--- src/rtl/des_pkg.sv ---
// Shared types and the DES Initial Permutation table for the input-side deserializer.
package des_pkg;

    typedef logic [63:0] des_block_t;
    typedef logic [31:0] des_half_t;

    typedef enum logic [0:0] {
        FILL = 1'b0,
        FULL = 1'b1
    } des_state_e;

    // Entry i names the DES input bit position that feeds output position i+1.
    localparam logic [6:0] IP_TABLE [64] = '{
        7'd58, 7'd50, 7'd42, 7'd34, 7'd26, 7'd18, 7'd10, 7'd2,
        7'd60, 7'd52, 7'd44, 7'd36, 7'd28, 7'd20, 7'd12, 7'd4,
        7'd62, 7'd54, 7'd46, 7'd38, 7'd30, 7'd22, 7'd14, 7'd6,
        7'd64, 7'd56, 7'd48, 7'd40, 7'd32, 7'd24, 7'd16, 7'd8,
        7'd57, 7'd49, 7'd41, 7'd33, 7'd25, 7'd17, 7'd9,  7'd1,
        7'd59, 7'd51, 7'd43, 7'd35, 7'd27, 7'd19, 7'd11, 7'd3,
        7'd61, 7'd53, 7'd45, 7'd37, 7'd29, 7'd21, 7'd13, 7'd5,
        7'd63, 7'd55, 7'd47, 7'd39, 7'd31, 7'd23, 7'd15, 7'd7
    };

endpackage

--- src/rtl/des_ip_deserializer_if.sv ---
// Byte-side and block-side handshakes of the IP deserializer.
interface des_ip_deserializer_if;
    import des_pkg::*;

    logic      byte_valid;
    logic [7:0] byte_data;
    logic      byte_ready;
    logic      blk_valid;
    logic      blk_ready;
    des_half_t l0;
    des_half_t r0;

    modport master (
        output byte_valid, byte_data, blk_ready,
        input  byte_ready, blk_valid, l0, r0
    );

    modport slave (
        input  byte_valid, byte_data, blk_ready,
        output byte_ready, blk_valid, l0, r0
    );

endinterface

--- src/rtl/des_initial_permutation.sv ---
// Combinational DES Initial Permutation; inverse of the final-permutation stage.
module des_initial_permutation
    import des_pkg::*;
(
    input  des_block_t blk_i,
    output des_block_t blk_o
);

    // DES bit position p lives at vector index 64-p.
    for (genvar i = 0; i < 64; i++) begin : g_bit
        localparam int SRC = 32'sd64 - int'(IP_TABLE[i]);
        assign blk_o[63-i] = blk_i[SRC];
    end

endmodule

--- src/rtl/des_ip_deserializer.sv ---
// Assembles eight bytes into a 64-bit block, applies IP and offers L0/R0 through
// a valid/ready output register; one spare block may wait in the assembly register.
module des_ip_deserializer
    import des_pkg::*;
#(
    parameter bit MSB_FIRST = 1'b1,
    parameter int CNT_W     = 16
) (
    input  logic                 clk,
    input  logic                 rst_n,
    input  logic                 sync_clear,
    des_ip_deserializer_if.slave bus,
    output logic [CNT_W-1:0]     blk_count
);

    des_state_e       state_q, state_d;
    logic [2:0]       idx_q, idx_d;
    des_block_t       asm_q, asm_d;
    des_block_t       perm_s;
    logic             live_q;
    logic             vld_q;
    des_half_t        l0_q, r0_q;
    logic [CNT_W-1:0] cnt_q;
    logic             byte_ready_s;
    logic             xfer_s;
    logic             out_free_s;
    logic             load_s;

    // The permutation sees the next assembly value so the 8th byte reaches l0/r0 at once.
    des_initial_permutation u_ip (
        .blk_i (asm_d),
        .blk_o (perm_s)
    );

    // Next-state, byte placement and output-load decision.
    always_comb begin
        state_d      = state_q;
        idx_d        = idx_q;
        load_s       = 1'b0;
        out_free_s   = !vld_q || bus.blk_ready;
        byte_ready_s = (state_q == FILL) && live_q && !sync_clear;
        xfer_s       = bus.byte_valid && byte_ready_s;

        for (int j = 0; j < 8; j++) begin
            asm_d[8*j +: 8] = (xfer_s && (idx_q == (MSB_FIRST ? 3'(7 - j) : 3'(j))))
                              ? bus.byte_data : asm_q[8*j +: 8];
        end

        case (state_q)
            FILL: begin
                if (sync_clear) begin
                    idx_d = 3'd0;
                end else if (xfer_s) begin
                    if (idx_q == 3'd7) begin
                        idx_d = 3'd0;
                        if (out_free_s) begin
                            load_s = 1'b1;
                        end else begin
                            state_d = FULL;
                        end
                    end else begin
                        idx_d = idx_q + 3'd1;
                    end
                end else begin
                    idx_d = idx_q;
                end
            end
            FULL: begin
                idx_d = 3'd0;
                if (sync_clear) begin
                    state_d = FILL;
                end else if (out_free_s) begin
                    load_s  = 1'b1;
                    state_d = FILL;
                end else begin
                    state_d = FULL;
                end
            end
            default: begin
                state_d = FILL;
                idx_d   = 3'd0;
            end
        endcase
    end

    // FSM state, byte index and assembly register.
    always_ff @(posedge clk or negedge rst_n) begin
        if (!rst_n) begin
            state_q <= FILL;
            idx_q   <= 3'd0;
            asm_q   <= 64'd0;
            live_q  <= 1'b0;
        end else begin
            state_q <= state_d;
            idx_q   <= idx_d;
            asm_q   <= asm_d;
            live_q  <= 1'b1;
        end
    end

    // Output register and delivered-block counter.
    always_ff @(posedge clk or negedge rst_n) begin
        if (!rst_n) begin
            vld_q <= 1'b0;
            l0_q  <= 32'd0;
            r0_q  <= 32'd0;
            cnt_q <= {CNT_W{1'b0}};
        end else begin
            if (load_s) begin
                vld_q <= 1'b1;
                l0_q  <= perm_s[63:32];
                r0_q  <= perm_s[31:0];
            end else if (bus.blk_ready) begin
                vld_q <= 1'b0;
            end else begin
                vld_q <= vld_q;
            end
            if (vld_q && bus.blk_ready) begin
                cnt_q <= cnt_q + {{(CNT_W-1){1'b0}}, 1'b1};
            end else begin
                cnt_q <= cnt_q;
            end
        end
    end

    assign bus.byte_ready = byte_ready_s;
    assign bus.blk_valid  = vld_q;
    assign bus.l0         = l0_q;
    assign bus.r0         = r0_q;
    assign blk_count      = cnt_q;

endmodule

--- src/flat_wrapper.sv ---
// flat-port wrapper written by rule: the top's interface ports become plain ports
module des_ip_deserializer_flat import des_pkg::*;
#(
    parameter bit MSB_FIRST = 1'b1,
    parameter int CNT_W     = 16
)
  (clk, rst_n, sync_clear, blk_count, bus_byte_valid, bus_byte_data, bus_blk_ready, bus_byte_ready, bus_blk_valid, bus_l0, bus_r0);
  des_ip_deserializer_if bus_i ();
  input  logic clk;
  input  logic rst_n;
  input  logic sync_clear;
  output logic [CNT_W-1:0] blk_count;
  input wire logic [$bits(bus_i.byte_valid)-1:0] bus_byte_valid;
  input wire logic [$bits(bus_i.byte_data)-1:0] bus_byte_data;
  input wire logic [$bits(bus_i.blk_ready)-1:0] bus_blk_ready;
  output wire logic [$bits(bus_i.byte_ready)-1:0] bus_byte_ready;
  output wire logic [$bits(bus_i.blk_valid)-1:0] bus_blk_valid;
  output wire logic [$bits(bus_i.l0)-1:0] bus_l0;
  output wire logic [$bits(bus_i.r0)-1:0] bus_r0;
  assign bus_i.byte_valid = bus_byte_valid;
  assign bus_i.byte_data = bus_byte_data;
  assign bus_i.blk_ready = bus_blk_ready;
  assign bus_byte_ready = bus_i.byte_ready;
  assign bus_blk_valid = bus_i.blk_valid;
  assign bus_l0 = bus_i.l0;
  assign bus_r0 = bus_i.r0;
  des_ip_deserializer #(.MSB_FIRST(MSB_FIRST), .CNT_W(CNT_W)) u_core (.clk(clk), .rst_n(rst_n), .sync_clear(sync_clear), .bus(bus_i), .blk_count(blk_count));
endmodule
--- config.mk ---
export PLATFORM = sky130hd
export DESIGN_NAME = des_ip_deserializer_flat
export DESIGN_NICKNAME = d
export VERILOG_FILES = /design/src/rtl/des_pkg.sv /design/src/rtl/des_ip_deserializer_if.sv /design/src/rtl/des_initial_permutation.sv /design/src/rtl/des_ip_deserializer.sv /design/src/flat_wrapper.sv
export SDC_FILE = /design/constraint.sdc
export NUM_CORES = 1
export LEC_CHECK = 0
export ABC_AREA = 1
export CORE_ASPECT_RATIO = 0.75
export CORE_MARGIN = 3
export CORE_UTILIZATION = 40
export CTS_BUF_LIST = sky130_fd_sc_hd__clkbuf_4
export CTS_CLUSTER_DIAMETER = 120
export DETAILED_ROUTE_END_ITERATION = 16
export PLACE_DENSITY = 0.59
export SETUP_SLACK_MARGIN = 0.02
export SLEW_MARGIN = 20
export SYNTH_ARGS = -nofsm -noshare
export SYNTH_HDL_FRONTEND = slang
export SYNTH_SLANG_ARGS = --single-unit
--- constraint.sdc ---
create_clock -name clk -period 2.02 [get_ports clk]
set_clock_uncertainty 0.15 [all_clocks]
set_input_delay 0.202 -clock clk [delete_from_list [all_inputs] [get_ports clk]]
set_output_delay 0.202 -clock clk [all_outputs]
set_load 0.005 [all_outputs]
==> results_dict.tcl, run 1 <==
set metrics [dict create \
    min_from "bus_byte_data[6]" \
    hpwl_mm 12.5 \
    core_area_um2 16400 \
    finalInstanceArea_um2 8540 \
    row_count 40 \
    cts_root_buffer "clkbuf_4" \
    min_path_cells 2 \
    dpl_worst_slack_ns -0.0252 \
    portBuffers 94 \
    synth_top_cell_by_area "dfrtp_1" \
    cts-htree-levels 4 \
    start_util_pct 41.7 \
    syn_to_final_growth_pct 25.0 \
    peakVddDrop_uv 329 \
    die_w_um 157 \
    hold_slack_ns 0.158 \
    max_freq_ghz 0.516 \
    n_antenna_cell 0 \
    grt_max_degree 61 \
    syn_avg_cell_area_um2 8.81 \
    first_pass_iters 5 \
    synth_top_area_share_pct 55.0 \
    crit_type "reg2reg" \
    ys_async_sr_fraction_pct 100 \
    power.density_nw_per_um2 720 \
    drt-total-wl_mm 17.9 \
    use_met3_pct 4.43 \
    fp.dieH_um 119 \
    worstHoldEndpoint "u_core.asm_q[6]" \
    ys_seq_area_share_pct 55.0 \
    r2r-end "u_core.bus.l0[14]" \
    busiest_layer "met1" \
    ant_nets 0 \
    p_leak_nw 4.23 \
    min_period_over_period_pct 95.9 \
    die_area_um2 18700 \
    multi_input_area_um2 2530 \
    startpoint_type "flop" \
    worstSetupEndpointType "flop" \
    wl_per_cell_um 15.9 \
    gp_congestion 0.901 \
    total_power_w 0.00615 \
    nNetsFinal 920 \
    drc 0 \
    worstReg2RegStart "u_core.idx_q[1]" \
    grt_overflow_total 0 \
    grt_pass1_vias 5626 \
    synthFlopType "dfrtp_1" \
    seq_area_um2 3760 \
    maxCapViolations 0 \
    status "complete, no violations" \
    cts_buffers 17 \
    rsz0062_at_grt "true" \
    cts_tree "done" \
    grt_use_met2_pct 28.9 \
    synth.area.top_cells "dfrtp_1 (55%), nand2_1 (11%), nand3_1 (9.5%), inv_1 (5.5%), and2_1 (4.4%)" \
    r2r_cells 7 \
    worst_slack_ns 0.0827 \
    setup_viol 0 \
    yosys_warnings 0 \
    grt_pass1_wl_mm 29.5 \
    antenna_found_initial 0 \
    ctsLongestPathBuffers 2 \
    clock-sinks 150 \
    drv_slew 0 \
    hold_violations 0 \
    cp.arrival_ns 2.23 \
    fin_util_pct 52.2 \
    clkLatencyLatePin_ns 0.56 \
    clkTransAtPathRegs_ns 0.13 \
    syn_nets 795 \
    drt_iter0_markers 475 \
    critical_path.max_fanout 28 \
    netlist_instances 775 \
    vias 5605 \
    r2r_slack_ns 0.08 \
    worstHoldPathType "in2reg" \
    dpl_cell_area_um2 8220 \
    grt_usage_pct 20.2 \
    synth_edf_count 0 \
    fin_crit_ns 1.94 \
    worstPathRequired_ns 2.31 \
    mappedNetlistArea_um2 6830 \
    yosysUniqueCellTypes 29 \
    drive_above_1_share_pct 10.7 \
    grt.met1_usage_pct 30.4 \
    nFillCells 1502 \
    synth_seq_cells 150 \
    routed_via_density 4.99 \
    ios 95 \
]
[worst max-delay path, cell delays in order (launching register included)]
cell and delay [ns]:
dfrtp_1 0.39, ha_1 0.19, ha_1 0.23, nand2_1 0.12, or2_2 0.39, buf_12 0.20, nand3_2 0.07, nand2_1 0.07
[metrics by stage]
step,instances,TNS [ns]
global placement,1084,-0.0809
global route,1123,0
detailed placement,1084,-0.183
finish,1123,0
floorplan,775,0
CTS,1121,0
[layout by cell type (no fill, tap or decap), types with 3 or more instances in the layout]
cell type        synthesis  final
buf_4                    0     33
clkinv_1                 0      4
clkdlybuf4s50_1          0     92
nor2_1                  17     14
xnor2_1                  8      8
dfrtp_2                  0      5
clkinvlp_4               0      3
o21a_1                  16     16
nor2_2                   3      6
and2_1                  48     48
nand3_1                130    129
nand2_1                205    205
clkinv_2                 0      4
buf_12                   0      7
nand3_2                 10     11
dfrtp_1                150    145
clkbuf_4                 0     17
o21ai_0                  4      4
nand4_1                 33     33
inv_1                  100    100
ha_1                     7      7
[Yosys cell counts (2+ instances only)]
master,n
and2_1,48
buf_1,4
buf_2,14
buf_6,6
clkbuf_1,7
dfrtp_1,150
ha_1,7
inv_1,100
nand2_1,205
nand3_1,130
nand3_2,10
nand4_1,33
nor2_1,17
nor2_2,3
o21a_1,16
o21ai_0,4
xnor2_1,8
xor2_1,2
[worst max-delay path by stage]
stage	from	endpoint	slack (ns)	cells past startpoint
finish	u_core.idx_q[1]	u_core.bus.l0[14]	0.08	7
global route	u_core.idx_q[0]	u_core.bus.r0[21]	0.01	7
CTS	u_core.idx_q[0]	u_core.bus.l0[14]	0.04	7
detailed placement	sync_clear	u_core.bus.r0[12]	-0.03	9
global placement	sync_clear	u_core.bus.l0[4]	-0.02	9
floorplan	u_core.idx_q[2]	u_core.bus.l0[27]	0.17	8
[cells by family (layout without fill, tap and decap cells)]
logic type                 after synthesis  in the layout  share of synthesized area, %
DFF                                    150            150                          55.0
buffers and inverters                  131            269                          8.12
other                                    1              1                        0.0549
AOI/OAI and AO/OA                       24             24                          2.56
and+or+nand+nor                        452            452                          31.7
xor gates and xnor gates                10             10                          1.28
adders and majority gates                7              7                          1.28
[cell type report]
type / count / area share [%]
inverters: 100 / 4.40
repair buffers: 137 / 15.9
multi-input cells: 494 / 29.7
clock inverters: 15 / 1.33
clock buffers: 17 / 1.50
well taps: 210 / 3.08
flip-flops and latches: 150 / 44.0
[state kept, by name, indices dropped and copies added (netlist names)]
name,count
u_core.asm_q,64
u_core.bus.l0,32
u_core.bus.r0,32
u_core.blk_count,16
u_core.idx_q,3
u_core.bus.blk_valid,1
u_core.live_q,1
u_core.state_q,1
[power by group]
part	internal, W	switching (W)
combinational	0.000454	0.000572
sequential	0.00332	0.000107
clock	0.000589	0.00111
total	0.00436	0.00179
[layer usage]
| layer | vias up | routed length [um] |
|---|---|---|
| met1 | 2732 | 8990 |
| li1 | 2710 | - |
| met3 | 22 | 869 |
| met4 | 0 | 303 |
| met2 | 141 | 7750 |
| met5 | - | 0 |
[timing repair]
action,in CTS,in global routing
endpoints found under the setup margin,1,36
resized for setup,3,8
setup buffers,3,2
hold buffers,2,0
pin swaps,0,0
endpoints found under the hold margin,150,0
Note: power is estimated with default switching activity, not from simulation.
==> run 2: changes to the inputs <==
--- a/config.mk
+++ b/config.mk
@@ -12,8 +12,9 @@
 export CTS_BUF_LIST = sky130_fd_sc_hd__clkbuf_4
 export CTS_CLUSTER_DIAMETER = 120
 export DETAILED_ROUTE_END_ITERATION = 16
+export MAX_ROUTING_LAYER = met4
 export PLACE_DENSITY = 0.59
-export SETUP_SLACK_MARGIN = 0.02
+export SETUP_SLACK_MARGIN = 0.2
 export SLEW_MARGIN = 20
 export SYNTH_ARGS = -nofsm -noshare
 export SYNTH_HDL_FRONTEND = slang
==> results_dict.tcl, run 2 (synthesized netlist as in run 1, its figures left out) <==
set metrics [dict create \
    status "complete, no violations" \
    die_w_um 157 \
    vias 5892 \
    clkLatencyLatePin_ns 0.55 \
    worstHoldPathType "in2async" \
    setup_viol 0 \
    grt_pass1_wl_mm 30.5 \
    n_antenna_cell 0 \
    nFillCells 1471 \
    critical_path.max_fanout 2 \
    cts_buffers 17 \
    finalInstanceArea_um2 9140 \
    startpoint_type "flop" \
    start_util_pct 41.7 \
    tns_ns 0 \
    antenna_found_initial 0 \
    cts_tree "done" \
    layout_commonest_cell "nand2_1" \
    drc 0 \
    max_freq_ghz 0.558 \
    syn_to_final_growth_pct 33.9 \
    clkTransAtPathRegs_ns 0.12 \
    worst_pin_slew_ns 0.565 \
    seq_area_um2 3760 \
    fp.dieH_um 119 \
    hpwl_mm 12.6 \
    row_count 40 \
    gp_congestion 0.885 \
    hold_violations 0 \
    power.density_nw_per_um2 713 \
    largest_reg_flops 64 \
    cts-htree-levels 4 \
    fin_crit_ns 1.79 \
    portBuffers 94 \
    clock-sinks 150 \
    regMostFlops "u_core.asm_q" \
    grt_max_degree 56 \
    grt_usage_pct 21.4 \
    ios 95 \
    grt_pass1_vias 5850 \
    drive_above_1_share_pct 17.4 \
    min_period_over_period_pct 88.7 \
    slew_headroom_pct 62.3 \
    rsz0062_at_grt "true" \
    wl_per_cell_um 15.9 \
    routed_via_density 4.98 \
    r2r_cells 8 \
    drt-total-wl_mm 18.8 \
    crit_type "reg2out" \
    die_area_um2 18700 \
    nNetsFinal 983 \
    p_leak_nw 5.17 \
    worstSetupEndpointType "output pin" \
    ctsLongestPathBuffers 2 \
    cts_root_buffer "clkbuf_4" \
    fin_util_pct 55.9 \
    cp.arrival_ns 1.44 \
    core_area_um2 16400 \
    maxCapViolations 0 \
    grt_overflow_total 0 \
    peakVddDrop_uv 394 \
    first_pass_iters 5 \
    multi_input_area_um2 2610 \
    drt_iter0_markers 390 \
    dpl_cell_area_um2 8240 \
    drv_slew 0 \
    ant_nets 0 \
    layout_common_cells "nand2_1 (204), dfrtp_1 (148), nand3_1 (124), inv_1 (96), buf_4 (92)" \
    total_power_w 0.00652 \
    worstPathRequired_ns 1.67 \
]
-- run 2: final cells by class --
| class | count | share of cell area (%) |
|---|---|---|
| Clock inverter | 12 | 1.77 |
| Timing Repair Buffer | 200 | 20.1 |
| Clock buffer | 18 | 1.48 |
| Sequential cell | 150 | 41.1 |
| Multi-Input combinational cell | 494 | 28.6 |
| Tap cell | 210 | 2.87 |
| Inverter | 100 | 4.15 |
-- run 2: worst paths after layout --
check                             startpoint                end  slack [ns]
max                           u_core.state_q     bus_byte_ready        0.23
min                                    rst_n  u_core.bus.r0[19]        0.04
max reg2reg                   u_core.state_q   u_core.asm_q[43]        0.25
min reg2reg                u_core.bus.r0[27]  u_core.bus.r0[27]        0.37
max in group asynchronous              rst_n   u_core.asm_q[62]        1.08
min in group clk            bus_byte_data[1]   u_core.asm_q[33]        0.15
-- run 2: per-layer routing --
layer	wire [um]	up-vias	GRT usage [%]	part of all wire (%)
met4	293	0	6.29	1.6
met5	0	-	-	0
met3	962	19	4.65	5.1
met2	8290	169	30.9	44
li1	-	2839	-	-
met1	9240	2865	30.4	49
-- run 2: power by group --
part	total (W)	leakage (nW)	internal, W	switching, W
registers	0.00344	1.78	0.00332	0.000120
logic	0.00106	3.24	0.000477	0.000580
clock network	0.00202	0.156	0.000963	0.00106
-- run 2: critical path: stages, from the launching register on --
cell and delay, ns:
dfrtp_1 0.42, inv_2 0.07, nand2_1 0.04, nor2_1 0.11, buf_4 0.16, buf_6 0.09
-- run 2: timing repair --
item	CTS	global route
setup buffers	60	8
gates resized for setup	76	35
hold buffers	1	0
pin swaps	2	5
gates cloned	0	1
endpoints found under the hold margin	150	0
setup endpoints to repair	145	120
-- run 2: stage by stage --
stage / hold slack [ns] / instances / setup slack [ns]
final: 0.0404 / 1184 / 0.229
after global routing: 0.0106 / 1184 / 0.147
after CTS: 0.0173 / 1175 / 0.177
after detailed placement: 0.0727 / 1084 / -0.0902
after global placement: 0.0688 / 1084 / -0.0551
after floorplan: -0.244 / 775 / 0.273
==> run 3: changes to the inputs <==
--- a/config.mk
+++ b/config.mk
@@ -12,8 +12,10 @@
 export CTS_BUF_LIST = sky130_fd_sc_hd__clkbuf_4
 export CTS_CLUSTER_DIAMETER = 120
 export DETAILED_ROUTE_END_ITERATION = 16
+export GPL_TIMING_DRIVEN = 0
 export MAX_ROUTING_LAYER = met4
-export PLACE_DENSITY = 0.59
+export PLACE_DENSITY = 0.63
+export REMOVE_ABC_BUFFERS = 1
 export SETUP_SLACK_MARGIN = 0.2
 export SLEW_MARGIN = 20
 export SYNTH_ARGS = -nofsm -noshare
==> results_dict.tcl, run 3 (synthesized netlist as in run 1, its figures left out) <==
set metrics [dict create \
    status "complete, no violations" \
    nNetsFinal 982 \
    largest_reg_flops 64 \
    hold_violations 0 \
    internal_power_w 0.00469 \
    dp.cells 1054 \
    critPathBufInv 3 \
    path_delay_family "flip-flops" \
    r2r-end "u_core.bus.r0[17]" \
    power.density_nw_per_um2 676 \
    core_area_um2 16400 \
    drt_iter0_markers 534 \
    drive_above_1_share_pct 25.2 \
    grt_max_degree 84 \
    worstSetupEndpointType "flop" \
    antenna_found_initial 1 \
    dpl_worst_slack_ns -0.630 \
    cts_tree "done" \
    grt_overflow_total 0 \
    p_comb_share_pct 18.9 \
    cts_buffers 17 \
    p_seq_share_pct 52.9 \
    vias 5875 \
    maxCapViolations 0 \
    crit_type "reg2reg" \
    syn_to_final_growth_pct 40.8 \
    clkTransAtPathRegs_ns 0.12 \
    hpwl_mm 10.7 \
    r2r_cells 8 \
    layout_common_cells "nand2_1 (168), dfrtp_1 (144), inv_1 (96), nand3_1 (95), buf_4 (76)" \
    drv_slew 0 \
    instances_no_fill 1185 \
    ctsLongestPathBuffers 2 \
    p_sw_w 0.00182 \
    cts_root_buffer "clkbuf_4" \
    ant_nets 0 \
    regMostFlops "u_core.asm_q" \
    first_pass_iters 4 \
    clkLatencyLatePin_ns 0.56 \
    worstHoldPathType "in2async" \
    path_cells "ha_4 > nand2_4 > o21ai_4 > buf_12 > buf_12 > buf_16 > nand3_1 > nand2_1" \
    gp_congestion 0.828 \
    fin_crit_ns 1.90 \
    ios 95 \
    wl_per_cell_um 16.6 \
    r2r_slack_ns 0.12 \
    slowest_stage "dfrtp_2" \
    routed_via_density 4.96 \
    drt-total-wl_mm 19.6 \
    grt_pass1_vias 5544 \
    min_period_over_period_pct 94.2 \
    pwr-share-clk_pct 28.2 \
    setup_viol 0 \
    rsz0062_at_grt "true" \
    max_stage_delay_ns 0.59 \
    switching_share_pct 27.9 \
    fp.dieH_um 119 \
    startpoint_type "flop" \
    cts-htree-levels 4 \
    grt_usage_pct 21.5 \
    start_util_pct 41.7 \
    grt_pass1_wl_mm 30.1 \
    worst_slack_ns 0.117 \
    p_leak_nw 5.36 \
    worst_pin_slew_ns 0.808 \
    fin_util_pct 58.8 \
    max_freq_ghz 0.525 \
    layout_commonest_cell "nand2_1" \
    clock-sinks 150 \
    drc 0 \
    portBuffers 94 \
    worstPathRequired_ns 2.38 \
    critPathMostFrequentCell "buf_12" \
    die_area_um2 18700 \
    critical_path.max_fanout 9 \
    worstReg2RegStart "u_core.idx_q[2]" \
    peakVddDrop_uv 353 \
    hold_slack_ns 0.0404 \
    slew_headroom_pct 46.1 \
    row_count 40 \
    cp.arrival_ns 2.26 \
    die_w_um 157 \
]
[run 3: cell types whose count changed in the layout (fill, tap and decap cells not counted), moves of 6 or more]
cell,change
nand3_1,-29
buf_4,-16
dlygate4sd2_1,-11
nand2_2,+35
dlymetal6s2s_1,+11
nand3_2,+26
clkbuf_4,+6
nand2_1,-36
[run 3: worst register-to-register path, cell delays in order (launching register included)]
cell and delay, ns:
dfrtp_2 0.59, ha_4 0.24, nand2_4 0.08, o21ai_4 0.21, buf_12 0.16, buf_12 0.12
buf_16 0.13, nand3_1 0.11, nand2_1 0.07
[run 3: repair_timing]
action,CTS,global route
pin swaps,8,35
gates cloned,5,4
buffers inserted,63,26
hold buffers,1,0
resized for setup,90,117
endpoints found under the hold margin,150,0
setup endpoints to repair,198,138
[run 3: worst max path at each step]
stage,startpoint,to,cells past startpoint,slack [ns]
after floorplan,u_core.bus.blk_valid,u_core.bus.l0[11],5,-1.26
after global placement,rst_n,u_core.bus.l0[1],1,-5.71
after detailed placement,sync_clear,u_core.bus.l0[11],7,-0.63
after CTS,u_core.state_q,bus_byte_ready,5,0.16
after global routing,u_core.state_q,u_core.bus.r0[17],9,0.04
final,u_core.idx_q[2],u_core.bus.r0[17],8,0.12
[run 3: cell type report]
class                           instances  area, um^2
Clock inverter                          7        80.1
Tap cell                              210         263
Multi-Input combinational cell        498        2970
Inverter                              100         380
Antenna cell                            1        2.50
Timing Repair Buffer                  195        1980
Fill cell                            1409        6750
Clock buffer                           24         180
Sequential cell                       150        3760
[run 3: metrics by stage]
stage	total power (W)	setup TNS, ns	area [um^2]
3_5_place_dp	0.00442	-32.57	8010
4_1_cts	0.00631	0	8910
6_report	0.00650	0	9620
2_1_floorplan	0.00408	-88.84	6650
3_3_place_gp	0.00438	-1156.43	7860
5_1_grt	0.00688	0	9620
[run 3: power groups by stage]
stage	Combinational (W)	Sequential, W	Clock, W
3_5_place_dp	0.000931	0.00349	0
6_report	0.00123	0.00344	0.00183
5_1_grt	0.00139	0.00347	0.00202
4_1_cts	0.00101	0.00343	0.00186
2_1_floorplan	0.000612	0.00347	0
3_3_place_gp	0.000904	0.00348	0
[run 3: routing by layer]
metal | up-vias | routed length [um] | track usage (%)
li1 | 2868 | - | -
met1 | 2819 | 9820 | 32.9
met4 | 0 | 186 | 5.52
met2 | 173 | 8450 | 28.8
met3 | 15 | 1170 | 4.32
met5 | - | 0 | -
